===== src/rtl/seg7_scan_ctrl_pkg.sv =====
// Shared definitions for the 7-segment scan controller: segment patterns for
// hex digits 0..F (bit0 = a ... bit6 = g, active-high), the per-slot scan
// state, and a width helper for the counters.
package seg7_scan_ctrl_pkg;

  localparam logic [6:0] SEG_0     = 7'h3F;
  localparam logic [6:0] SEG_1     = 7'h06;
  localparam logic [6:0] SEG_2     = 7'h5B;
  localparam logic [6:0] SEG_3     = 7'h4F;
  localparam logic [6:0] SEG_4     = 7'h66;
  localparam logic [6:0] SEG_5     = 7'h6D;
  localparam logic [6:0] SEG_6     = 7'h7D;
  localparam logic [6:0] SEG_7     = 7'h07;
  localparam logic [6:0] SEG_8     = 7'h7F;
  localparam logic [6:0] SEG_9     = 7'h6F;
  localparam logic [6:0] SEG_A     = 7'h77;
  localparam logic [6:0] SEG_B     = 7'h7C;
  localparam logic [6:0] SEG_C     = 7'h39;
  localparam logic [6:0] SEG_D     = 7'h5E;
  localparam logic [6:0] SEG_E     = 7'h79;
  localparam logic [6:0] SEG_F     = 7'h71;
  localparam logic [6:0] SEG_BLANK = 7'h00;

  // GUARD: start of a slot, every anode off so the previous digit's charge
  // decays before the next anode turns on. DRIVE: remainder of the slot.
  typedef enum logic {
    GUARD = 1'b0,
    DRIVE = 1'b1
  } scan_state_e;

  // Counter width able to hold 0..n-1, never narrower than one bit.
  function automatic int unsigned cnt_width(input int unsigned n);
    return (n > 1) ? $clog2(n) : 1;
  endfunction

endpackage


===== src/rtl/seg7_hex_decode.sv =====
// Combinational hex nibble to 7-segment pattern decoder (active-high segments).
module seg7_hex_decode
  import seg7_scan_ctrl_pkg::*;
(
  input  logic [3:0] nibble_i,
  output logic [6:0] seg_o
);

  // Table lookup of the segment pattern for one hex digit
  always_comb begin
    seg_o = SEG_BLANK;
    case (nibble_i)
      4'h0: seg_o = SEG_0;
      4'h1: seg_o = SEG_1;
      4'h2: seg_o = SEG_2;
      4'h3: seg_o = SEG_3;
      4'h4: seg_o = SEG_4;
      4'h5: seg_o = SEG_5;
      4'h6: seg_o = SEG_6;
      4'h7: seg_o = SEG_7;
      4'h8: seg_o = SEG_8;
      4'h9: seg_o = SEG_9;
      4'hA: seg_o = SEG_A;
      4'hB: seg_o = SEG_B;
      4'hC: seg_o = SEG_C;
      4'hD: seg_o = SEG_D;
      4'hE: seg_o = SEG_E;
      4'hF: seg_o = SEG_F;
      default: seg_o = SEG_BLANK;
    endcase
  end

endmodule


===== src/rtl/seg7_scan_ctrl.sv =====
// Time-multiplexed scan controller for a common-anode multi-digit 7-segment
// display. One decoder is shared across all digits; each digit gets a slot of
// SLOT_CYCLES clocks whose first GUARD_CYCLES clocks keep all anodes off.
// Digit data is double-buffered: a load lands in a pending buffer and is moved
// to the active buffer only at a frame boundary, so a frame never tears.
// Every output is registered and lags the internal scan state by one clock.
module seg7_scan_ctrl
  import seg7_scan_ctrl_pkg::*;
#(
  parameter int NUM_DIGITS   = 8,
  parameter int SLOT_CYCLES  = 50000,
  parameter int GUARD_CYCLES = 500,
  parameter int BLINK_FRAMES = 64
) (
  input  logic                    clk,
  input  logic                    rst_n,
  input  logic                    en,
  input  logic [4*NUM_DIGITS-1:0] digits_in,
  input  logic [NUM_DIGITS-1:0]   blank_in,
  input  logic [NUM_DIGITS-1:0]   dp_in,
  input  logic [NUM_DIGITS-1:0]   blink_in,
  input  logic                    load,
  output logic                    load_ack,
  output logic                    frame_done,
  output logic [NUM_DIGITS-1:0]   an_n,
  output logic [6:0]              seg,
  output logic                    dp
);

  localparam int CNT_W = cnt_width(SLOT_CYCLES);
  localparam int IDX_W = cnt_width(NUM_DIGITS);
  localparam int FRM_W = cnt_width(BLINK_FRAMES);

  localparam logic [CNT_W-1:0] CNT_LAST  = CNT_W'(SLOT_CYCLES - 1);
  localparam logic [CNT_W-1:0] GUARD_END = CNT_W'(GUARD_CYCLES);
  localparam logic [IDX_W-1:0] IDX_LAST  = IDX_W'(NUM_DIGITS - 1);
  localparam logic [FRM_W-1:0] FRM_LAST  = FRM_W'(BLINK_FRAMES - 1);

  // Scan position
  logic [CNT_W-1:0] cnt_q, cnt_d;
  logic [IDX_W-1:0] idx_q, idx_d;
  logic [FRM_W-1:0] frm_q, frm_d;
  logic             blink_phase_q, blink_phase_d;

  // Pending (written by load) and active (being displayed) buffers
  logic [4*NUM_DIGITS-1:0] pend_digits_q, pend_digits_d;
  logic [NUM_DIGITS-1:0]   pend_blank_q, pend_blank_d;
  logic [NUM_DIGITS-1:0]   pend_dp_q, pend_dp_d;
  logic [NUM_DIGITS-1:0]   pend_blink_q, pend_blink_d;
  logic                    pend_flag_q, pend_flag_d;
  logic [4*NUM_DIGITS-1:0] act_digits_q, act_digits_d;
  logic [NUM_DIGITS-1:0]   act_blank_q, act_blank_d;
  logic [NUM_DIGITS-1:0]   act_dp_q, act_dp_d;
  logic [NUM_DIGITS-1:0]   act_blink_q, act_blink_d;

  // Registered pin drivers
  logic [NUM_DIGITS-1:0] an_n_q, an_n_d;
  logic [6:0]            seg_q, seg_d;
  logic                  dp_q, dp_d;
  logic                  load_ack_q, load_ack_d;
  logic                  frame_done_q, frame_done_d;

  logic        slot_end;
  logic        frame_end;
  scan_state_e slot_state;
  logic [3:0]  cur_nibble;
  logic [6:0]  dec_seg;
  logic        digit_dark;

  assign slot_end   = en & (cnt_q == CNT_LAST);
  assign frame_end  = slot_end & (idx_q == IDX_LAST);
  assign slot_state = (cnt_q < GUARD_END) ? GUARD : DRIVE;

  assign cur_nibble = act_digits_q[{idx_q, 2'b00} +: 4];
  assign digit_dark = act_blank_q[idx_q] | (act_blink_q[idx_q] & blink_phase_q);

  seg7_hex_decode u_hex_decode (
    .nibble_i (cur_nibble),
    .seg_o    (dec_seg)
  );

  // Advance slot counter, digit index, frame counter and blink phase while enabled
  always_comb begin
    cnt_d         = cnt_q;
    idx_d         = idx_q;
    frm_d         = frm_q;
    blink_phase_d = blink_phase_q;
    if (en) begin
      if (slot_end) begin
        cnt_d = '0;
        idx_d = (idx_q == IDX_LAST) ? '0 : idx_q + 1'b1;
      end else begin
        cnt_d = cnt_q + 1'b1;
      end
    end
    if (frame_end) begin
      if (frm_q == FRM_LAST) begin
        frm_d         = '0;
        blink_phase_d = ~blink_phase_q;
      end else begin
        frm_d = frm_q + 1'b1;
      end
    end
  end

  // Promote pending to active at a frame boundary, then accept any new load;
  // ordering lets a load on the boundary edge queue behind the transfer
  always_comb begin
    pend_digits_d = pend_digits_q;
    pend_blank_d  = pend_blank_q;
    pend_dp_d     = pend_dp_q;
    pend_blink_d  = pend_blink_q;
    pend_flag_d   = pend_flag_q;
    act_digits_d  = act_digits_q;
    act_blank_d   = act_blank_q;
    act_dp_d      = act_dp_q;
    act_blink_d   = act_blink_q;
    load_ack_d    = 1'b0;
    if (frame_end && pend_flag_q) begin
      act_digits_d = pend_digits_q;
      act_blank_d  = pend_blank_q;
      act_dp_d     = pend_dp_q;
      act_blink_d  = pend_blink_q;
      pend_flag_d  = 1'b0;
      load_ack_d   = 1'b1;
    end
    if (load) begin
      pend_digits_d = digits_in;
      pend_blank_d  = blank_in;
      pend_dp_d     = dp_in;
      pend_blink_d  = blink_in;
      pend_flag_d   = 1'b1;
    end
  end

  // Pin values for the current scan position; dark in guard, when disabled,
  // or when the selected digit is blanked or in the off half of its blink
  always_comb begin
    an_n_d       = '1;
    seg_d        = SEG_BLANK;
    dp_d         = 1'b0;
    frame_done_d = frame_end;
    if (en && (slot_state == DRIVE) && !digit_dark) begin
      an_n_d[idx_q] = 1'b0;
      seg_d         = dec_seg;
      dp_d          = act_dp_q[idx_q];
    end
  end

  // Scan position registers
  always_ff @(posedge clk or negedge rst_n) begin
    if (!rst_n) begin
      cnt_q         <= '0;
      idx_q         <= '0;
      frm_q         <= '0;
      blink_phase_q <= 1'b0;
    end else begin
      cnt_q         <= cnt_d;
      idx_q         <= idx_d;
      frm_q         <= frm_d;
      blink_phase_q <= blink_phase_d;
    end
  end

  // Display buffers; active blank resets to all-dark until a load is applied
  always_ff @(posedge clk or negedge rst_n) begin
    if (!rst_n) begin
      pend_digits_q <= '0;
      pend_blank_q  <= '0;
      pend_dp_q     <= '0;
      pend_blink_q  <= '0;
      pend_flag_q   <= 1'b0;
      act_digits_q  <= '0;
      act_blank_q   <= '1;
      act_dp_q      <= '0;
      act_blink_q   <= '0;
    end else begin
      pend_digits_q <= pend_digits_d;
      pend_blank_q  <= pend_blank_d;
      pend_dp_q     <= pend_dp_d;
      pend_blink_q  <= pend_blink_d;
      pend_flag_q   <= pend_flag_d;
      act_digits_q  <= act_digits_d;
      act_blank_q   <= act_blank_d;
      act_dp_q      <= act_dp_d;
      act_blink_q   <= act_blink_d;
    end
  end

  // Output registers, so the board pins never see decode glitches
  always_ff @(posedge clk or negedge rst_n) begin
    if (!rst_n) begin
      an_n_q       <= '1;
      seg_q        <= SEG_BLANK;
      dp_q         <= 1'b0;
      load_ack_q   <= 1'b0;
      frame_done_q <= 1'b0;
    end else begin
      an_n_q       <= an_n_d;
      seg_q        <= seg_d;
      dp_q         <= dp_d;
      load_ack_q   <= load_ack_d;
      frame_done_q <= frame_done_d;
    end
  end

  assign an_n       = an_n_q;
  assign seg        = seg_q;
  assign dp         = dp_q;
  assign load_ack   = load_ack_q;
  assign frame_done = frame_done_q;

endmodule


===== config.mk =====
export PLATFORM = sky130hd
export DESIGN_NAME = seg7_scan_ctrl
export DESIGN_NICKNAME = d
export VERILOG_FILES = /design/src/rtl/seg7_scan_ctrl_pkg.sv /design/src/rtl/seg7_hex_decode.sv /design/src/rtl/seg7_scan_ctrl.sv
export SDC_FILE = /design/constraint.sdc
export NUM_CORES = 1
export LEC_CHECK = 0
export BUFFER_PORTS_ARGS = -buffer_cell sky130_fd_sc_hd__buf_2
export CAP_MARGIN = 10
export CORE_MARGIN = 2
export CORE_UTILIZATION = 30
export CTS_BUF_LIST = sky130_fd_sc_hd__clkbuf_16
export DETAILED_ROUTE_END_ITERATION = 6
export PLACE_DENSITY = 0.43
export SETUP_SLACK_MARGIN = 0.5
export SLEW_MARGIN = 0
export SYNTH_ARGS = -nofsm -noshare
export SYNTH_HDL_FRONTEND = slang
export SYNTH_SLANG_ARGS = --single-unit

===== constraint.sdc =====
create_clock -name clk -period 3.7 [get_ports clk]
set_input_delay 0 -clock clk [delete_from_list [all_inputs] [get_ports clk]]
set_output_delay 0 -clock clk [all_outputs]
set_load 0.01 [all_outputs]

==> flow_metrics.tcl, run 1 <==
set metrics [dict create \
    cts_sinks 157 \
    antenna_cells 0 \
    crit_start "idx_q[0]" \
    dpl-instance-area_um2 7590 \
    multi_input_area_um2 2790 \
    start_util_pct 30.6 \
    path_clk_slew_ps 70 \
    critical_path.cell_chain "mux4_2 -> mux2i_1 -> inv_1 -> ha_1 -> mux4_2 -> nor2_2" \
    crit_path_max_incr_delay_ps 820 \
    rows 55 \
    crit_fanout 21 \
    insertion_delay_ps 430 \
    crit_cells 6 \
    die_h_um 156 \
    synth_flop_cell "dfrtp_1" \
    timing.rr.end "seg[3]" \
    fin_crit_ps 2910 \
    peakVddDrop_v 0.000262 \
    slew_headroom_pct 31.4 \
    min_period_over_period_pct 78.7 \
    synth.avg_cell_area_um2 14.2 \
    r2r_setup_slack_ps 790 \
    synth.largest_area_cell "dfrtp_1" \
    firstDrtPassIters 6 \
    h-tree-depth 4 \
    reg2reg_from "idx_q[0]" \
    nets 698 \
    start_kind "flip-flop" \
    pin_count 78 \
    final_cell_mix "141 x dfrtp_1, 86 x mux2_2, 76 x buf_2, 58 x dlygate4sd3_1, 29 x mux2_4" \
    grtUsageTotal_pct 13.0 \
    max-cap-violations 0 \
    area_growth_pct 25.8 \
    synthTopCellsByArea "dfrtp_1 51%, mux2_2 14%, mux2_4 6.3%" \
    slowest_stage "dfrtp_1" \
    hold_viol 0 \
    gr-total-overflow 0 \
    slew_violations 0 \
    tritoncts "done" \
    synth_xor_area_share_pct 2.02 \
    reg2regPathDepth 6 \
    synth_compound_area_share_pct 4.05 \
    wl_per_cell_um 16.1 \
    numCtsBuffers 17 \
    cp.arrival_ps 3260 \
    fillers 2164 \
    fin_tns_setup_ps 0 \
    ys_warn_count 0 \
    crit_type "reg -> reg" \
    synth_edf_count 0 \
    synth.distinct_cells 54 \
    async_reset_ff_share_pct 100 \
    max_freq_mhz 344 \
    fp.coreArea_um2 22700 \
    crit_top_cell "mux4_2" \
    finClkSkew_ps 18.5 \
    status "complete, no violations" \
    wl_um 14900 \
    min_path_type "in -> reg" \
    clk_path_buf_depth 2 \
    syn_inst 488 \
    final-seq-area_um2 3950 \
    synth-seq-cells 157 \
    worstSetupEndpoint "seg[3]" \
    avgViaCountPerCell 4.67 \
    antenna_found_initial 0 \
    cp_num_buf_inv 1 \
    cts-root-buf "clkbuf_16" \
    synth_top_family_by_area "multiplexers" \
    grt_pass1_vias 4419 \
    setup_viol 0 \
    io_buffers 77 \
    netlist.area_leader.share_pct 50.8 \
    gp_congestion 0.767 \
    drc 0 \
    ctsHoldBuffers 58 \
    worstMarginPinSlew_ps 1030 \
    pwr_density_cell_nw_per_um2 440 \
    final_common_cell "dfrtp_1" \
    synthMuxAreaShare_pct 24.2 \
    critPathCaptureType "flip-flop" \
    cp_top_family "multiplexers" \
    dieWidth_um 156 \
    drive_above_1_share_pct 40.9 \
    die-area_um2 24400 \
    syn_nets 558 \
    cts_setup_buffers 0 \
    dp_hpwl_um 10500 \
    yosysSeqAreaShare_pct 56.8 \
    grt_pass1_wl_um 24500 \
    grt_max_degree 110 \
    power.leakage_nw 3.98 \
    synth-simple-area-share_pct 8.03 \
    syn-cell-area_um2 6950 \
    hold_depth 2 \
    worstPathRequired_ps 4050 \
    num_vias 4322 \
    synth_adder_area_share_pct 1.80 \
    drt_iter0_drc 174 \
    rsz0062_at_grt "false" \
    design_area_um2 8740 \
    final_antenna_net_count 0 \
    cts_resized 0 \
]
per-layer routing:
metal | GRT usage (%) | share of wire, %
met2 | 19.0 | 44
met1 | 19.0 | 51
met3 | 3.72 | 4.1
met5 | 0 | 0
met4 | 3.28 | 0.72
layout make-up:
class                   instances  share of cell area (%)
multi-input cells             300                    31.9
inverters                       9                   0.387
clock buffers                  17                    4.87
clock inverters                15                    1.60
repair buffers                143                    12.0
well taps                     285                    4.08
flip-flops and latches        157                    45.2
worst min path at each step:
stage | slack (ps) | from | end
floorplan | -300 | rst_n | act_blink_q[0]
global placement | 210 | rst_n | pend_digits_q[10]
detailed placement | 230 | rst_n | pend_digits_q[6]
CTS | 220 | load | pend_digits_q[12]
global route | 250 | load | pend_digits_q[31]
finish | 230 | load | pend_digits_q[12]
registers in the layout (all words and copies together), names as in the netlist, 3 cells and up:
register	flops
cnt_q	16
pend_digits_q	32
act_digits_q	32
pend_blink_q	8
act_dp_q	8
idx_q	3
act_blank_q	8
seg	7
act_blink_q	8
frm_q	6
pend_dp_q	8
an_n	8
pend_blank_q	8
cells in the mapped netlist, types with 7 or more instances:
cell type and count:
dfrtp_1 141, mux2_2 86, mux2_4 29, nand2_1 20, nor2_1 17, dfstp_2 16, mux2i_1 12, o21ai_0 12
xnor2_1 11, ha_1 10, clkbuf_1 9, nand4_1 9, a21oi_1 8, inv_1 8, or3_1 8, mux4_2 7
nand2b_1 7, nand3_1 7
power by group:
group	internal (mW)	switching, mW	total, mW
Clock	0.934	0.732	1.67
Combinational	0.160	0.116	0.276
Sequential	1.82	0.0832	1.90
Total	2.91	0.931	3.84
cells by family (layout without fill, tap and decap cells):
group	count (synthesis)	after routing
AOI/OAI and AO/OA	42	42
xor gates and xnor gates	16	16
adders and majority gates	10	10
buffers and inverters	31	184
DFF	157	157
muxes	134	134
and+or+nand+nor	98	98
per-stage QoR:
step                cells  total power, mW  utilization (%)  worst slack (ps)  hold slack [ps]
floorplan             488             2.04                -              1210             -296
global placement      836             2.16             33.4               909              213
detailed placement    836             2.17             33.4               793              234
CTS                   926             3.92             38.5               743              222
global route          926             4.05             38.5               537              246
finish                926             3.84             38.5               790              230
(Power assumes the default switching activity.)
==> run 2: changes to the inputs <==
Clock period 3.7 ns to 2.92 ns, I/O delays scaled along.
==> run 2 against run 1 <==
  * Sequential power increased by 27%
  * Combinational power grew 29%
  * Global-route usage grew 0.28 points
  * Final area increased by 3.7%
  * Power increased by 35%
  * Sequential cell count unchanged
  * Non-clock buffer count increased by 20
  * Critical path type unchanged
  * Largest cell class unchanged
==> flow_metrics.tcl, run 2 (synthesis gave the netlist of run 1 again) <==
set metrics [dict create \
    wl_um 15300 \
    swShare_pct 22.6 \
    avgViaCountPerCell 4.66 \
    die_h_um 156 \
    dp_cells 843 \
    io_buffers 77 \
    fin_util_pct 39.9 \
    dp_hpwl_um 10600 \
    area_growth_pct 30.4 \
    p_int_mw 4.03 \
    gr-total-overflow 0 \
    nets 718 \
    fin_tns_setup_ps 0 \
    grt_pass1_wl_um 24800 \
    hold_viol 0 \
    max-cap-violations 0 \
    crit_fanout 9 \
    multi_input_area_um2 2840 \
    dpl-instance-area_um2 7690 \
    power.leakage_nw 4.15 \
    final_cell_mix "139 x dfrtp_1, 86 x mux2_2, 76 x buf_2, 58 x dlygate4sd3_1, 29 x mux2_4" \
    instances_no_fill 946 \
    cp_top_family "simple AND/OR/NAND/NOR gates" \
    grt_max_degree 56 \
    max_freq_mhz 427 \
    cp.arrival_ps 2650 \
    slew_headroom_pct 62.1 \
    rsz0062_at_grt "true" \
    drc 0 \
    clk_path_buf_depth 2 \
    numCtsBuffers 17 \
    crit_type "reg -> reg" \
    pwr_density_cell_nw_per_um2 574 \
    crit_cells 5 \
    final_antenna_net_count 0 \
    cts-root-buf "clkbuf_16" \
    min_path_type "in -> reg" \
    timing.rr.end "act_dp_q[2]" \
    final_common_cell "dfrtp_1" \
    seq_power_share_pct 46.4 \
    path_clk_slew_ps 60 \
    whs_ps 31.4 \
    crit_path_max_incr_delay_ps 600 \
    combPwrFrac_pct 6.9 \
    grt_pass1_vias 4519 \
    rows 55 \
    drive_above_1_share_pct 43.7 \
    fillers 2163 \
    die-area_um2 24400 \
    design_area_um2 9060 \
    finClkSkew_ps 8.75 \
    slowest_stage "or4_4" \
    drt_iter0_drc 172 \
    cp_num_buf_inv 1 \
    crit_start "cnt_q[13]" \
    slew_violations 0 \
    power.switching_mw 1.17 \
    r2r_setup_slack_ps 580 \
    gp_congestion 0.737 \
    reg2reg_from "cnt_q[13]" \
    start_kind "flip-flop" \
    firstDrtPassIters 4 \
    antenna_cells 0 \
    final-seq-area_um2 3950 \
    status "complete, no violations" \
    pin_count 78 \
    tritoncts "done" \
    num_vias 4407 \
    peakVddDrop_v 0.000360 \
    worstPathRequired_ps 3230 \
    biggestRegsByFlops "act_digits_q: 32 flops, pend_digits_q: 32 flops, cnt_q: 16 flops" \
    worstSetupEndpoint "act_dp_q[2]" \
    min_period_over_period_pct 80.1 \
    grtUsageTotal_pct 13.3 \
    pwr-share-clk_pct 46.8 \
    reg2regPathDepth 5 \
    fin_crit_ps 2340 \
    critPathCaptureType "flip-flop" \
    antenna_found_initial 0 \
    fp.coreArea_um2 22700 \
    setup_viol 0 \
    dieWidth_um 156 \
    wl_per_cell_um 16.2 \
    insertion_delay_ps 430 \
    start_util_pct 30.6 \
    critical_path.cell_chain "or4_4 -> nor4_4 -> and3_4 -> buf_4 -> mux2_2" \
    cts_sinks 157 \
    h-tree-depth 4 \
    worstMarginPinSlew_ps 568 \
]
==> run 2: changes by cell type in the layout (fill, tap and decap cells not counted), moves of 2 or more <==
cell / previous run / this run
dfrtp_1: 141 / 139
dfrtp_2: 0 / 2
buf_12: 1 / 4
clkinv_2: 0 / 2
clkinvlp_4: 4 / 1
buf_4: 7 / 23
clkinv_4: 4 / 2
bufinv_16: 1 / 5
==> run 2: worst min-delay path by stage <==
stage	start	end	slack (ps)	cells after the start
3_3_place_gp	rst_n	act_digits_q[23]	-7	1
5_1_grt	load	pend_flag_q	30	2
4_1_cts	load	pend_flag_q	20	2
2_1_floorplan	rst_n	act_blink_q[0]	-300	0
6_report	load	pend_flag_q	30	2
3_5_place_dp	rst_n	pend_digits_q[30]	2	1
==> run 2: cell type report <==
type / instances / share of cell area [%]
repair buffers: 163 / 13.6
flip-flops and latches: 157 / 43.6
well taps: 285 / 3.94
inverters: 9 / 0.373
multi-input cells: 300 / 31.3
clock inverters: 15 / 2.42
clock buffers: 17 / 4.70
==> run 2: power by group through the flow <==
stage	Sequential, mW	Clock, mW	Combinational, mW
detailed placement	2.45	0	0.305
finish	2.41	2.43	0.357
CTS	2.42	2.50	0.366
floorplan	2.41	0	0.181
global route	2.43	2.59	0.401
global placement	2.45	0	0.290
==> run 2: layer usage <==
metal  track usage (%)  vias to the layer above  part of all wire (%)
met5                 0                        -                     0
met3              2.86                       18                   3.9
met1              18.6                     2215                    49
met4              4.98                        0                   1.5
met2              20.3                       90                    46
li1                  -                     2084                     -
==> run 2: timing repair <==
action                                  in CTS  in global routing
hold buffers                                58                  0
hold endpoints to repair                   157                  0
resized for setup                            2                  6
buffers inserted                             5                  8
pin swaps                                    1                  1
endpoints found under the setup margin      57                 58
==> run 2: per-stage QoR <==
stage               setup slack (ps)  power (mW)
floorplan                        530        2.59
global placement                 314        2.74
detailed placement               213        2.76
CTS                              467        5.28
global route                     477        5.43
finish                           580        5.20
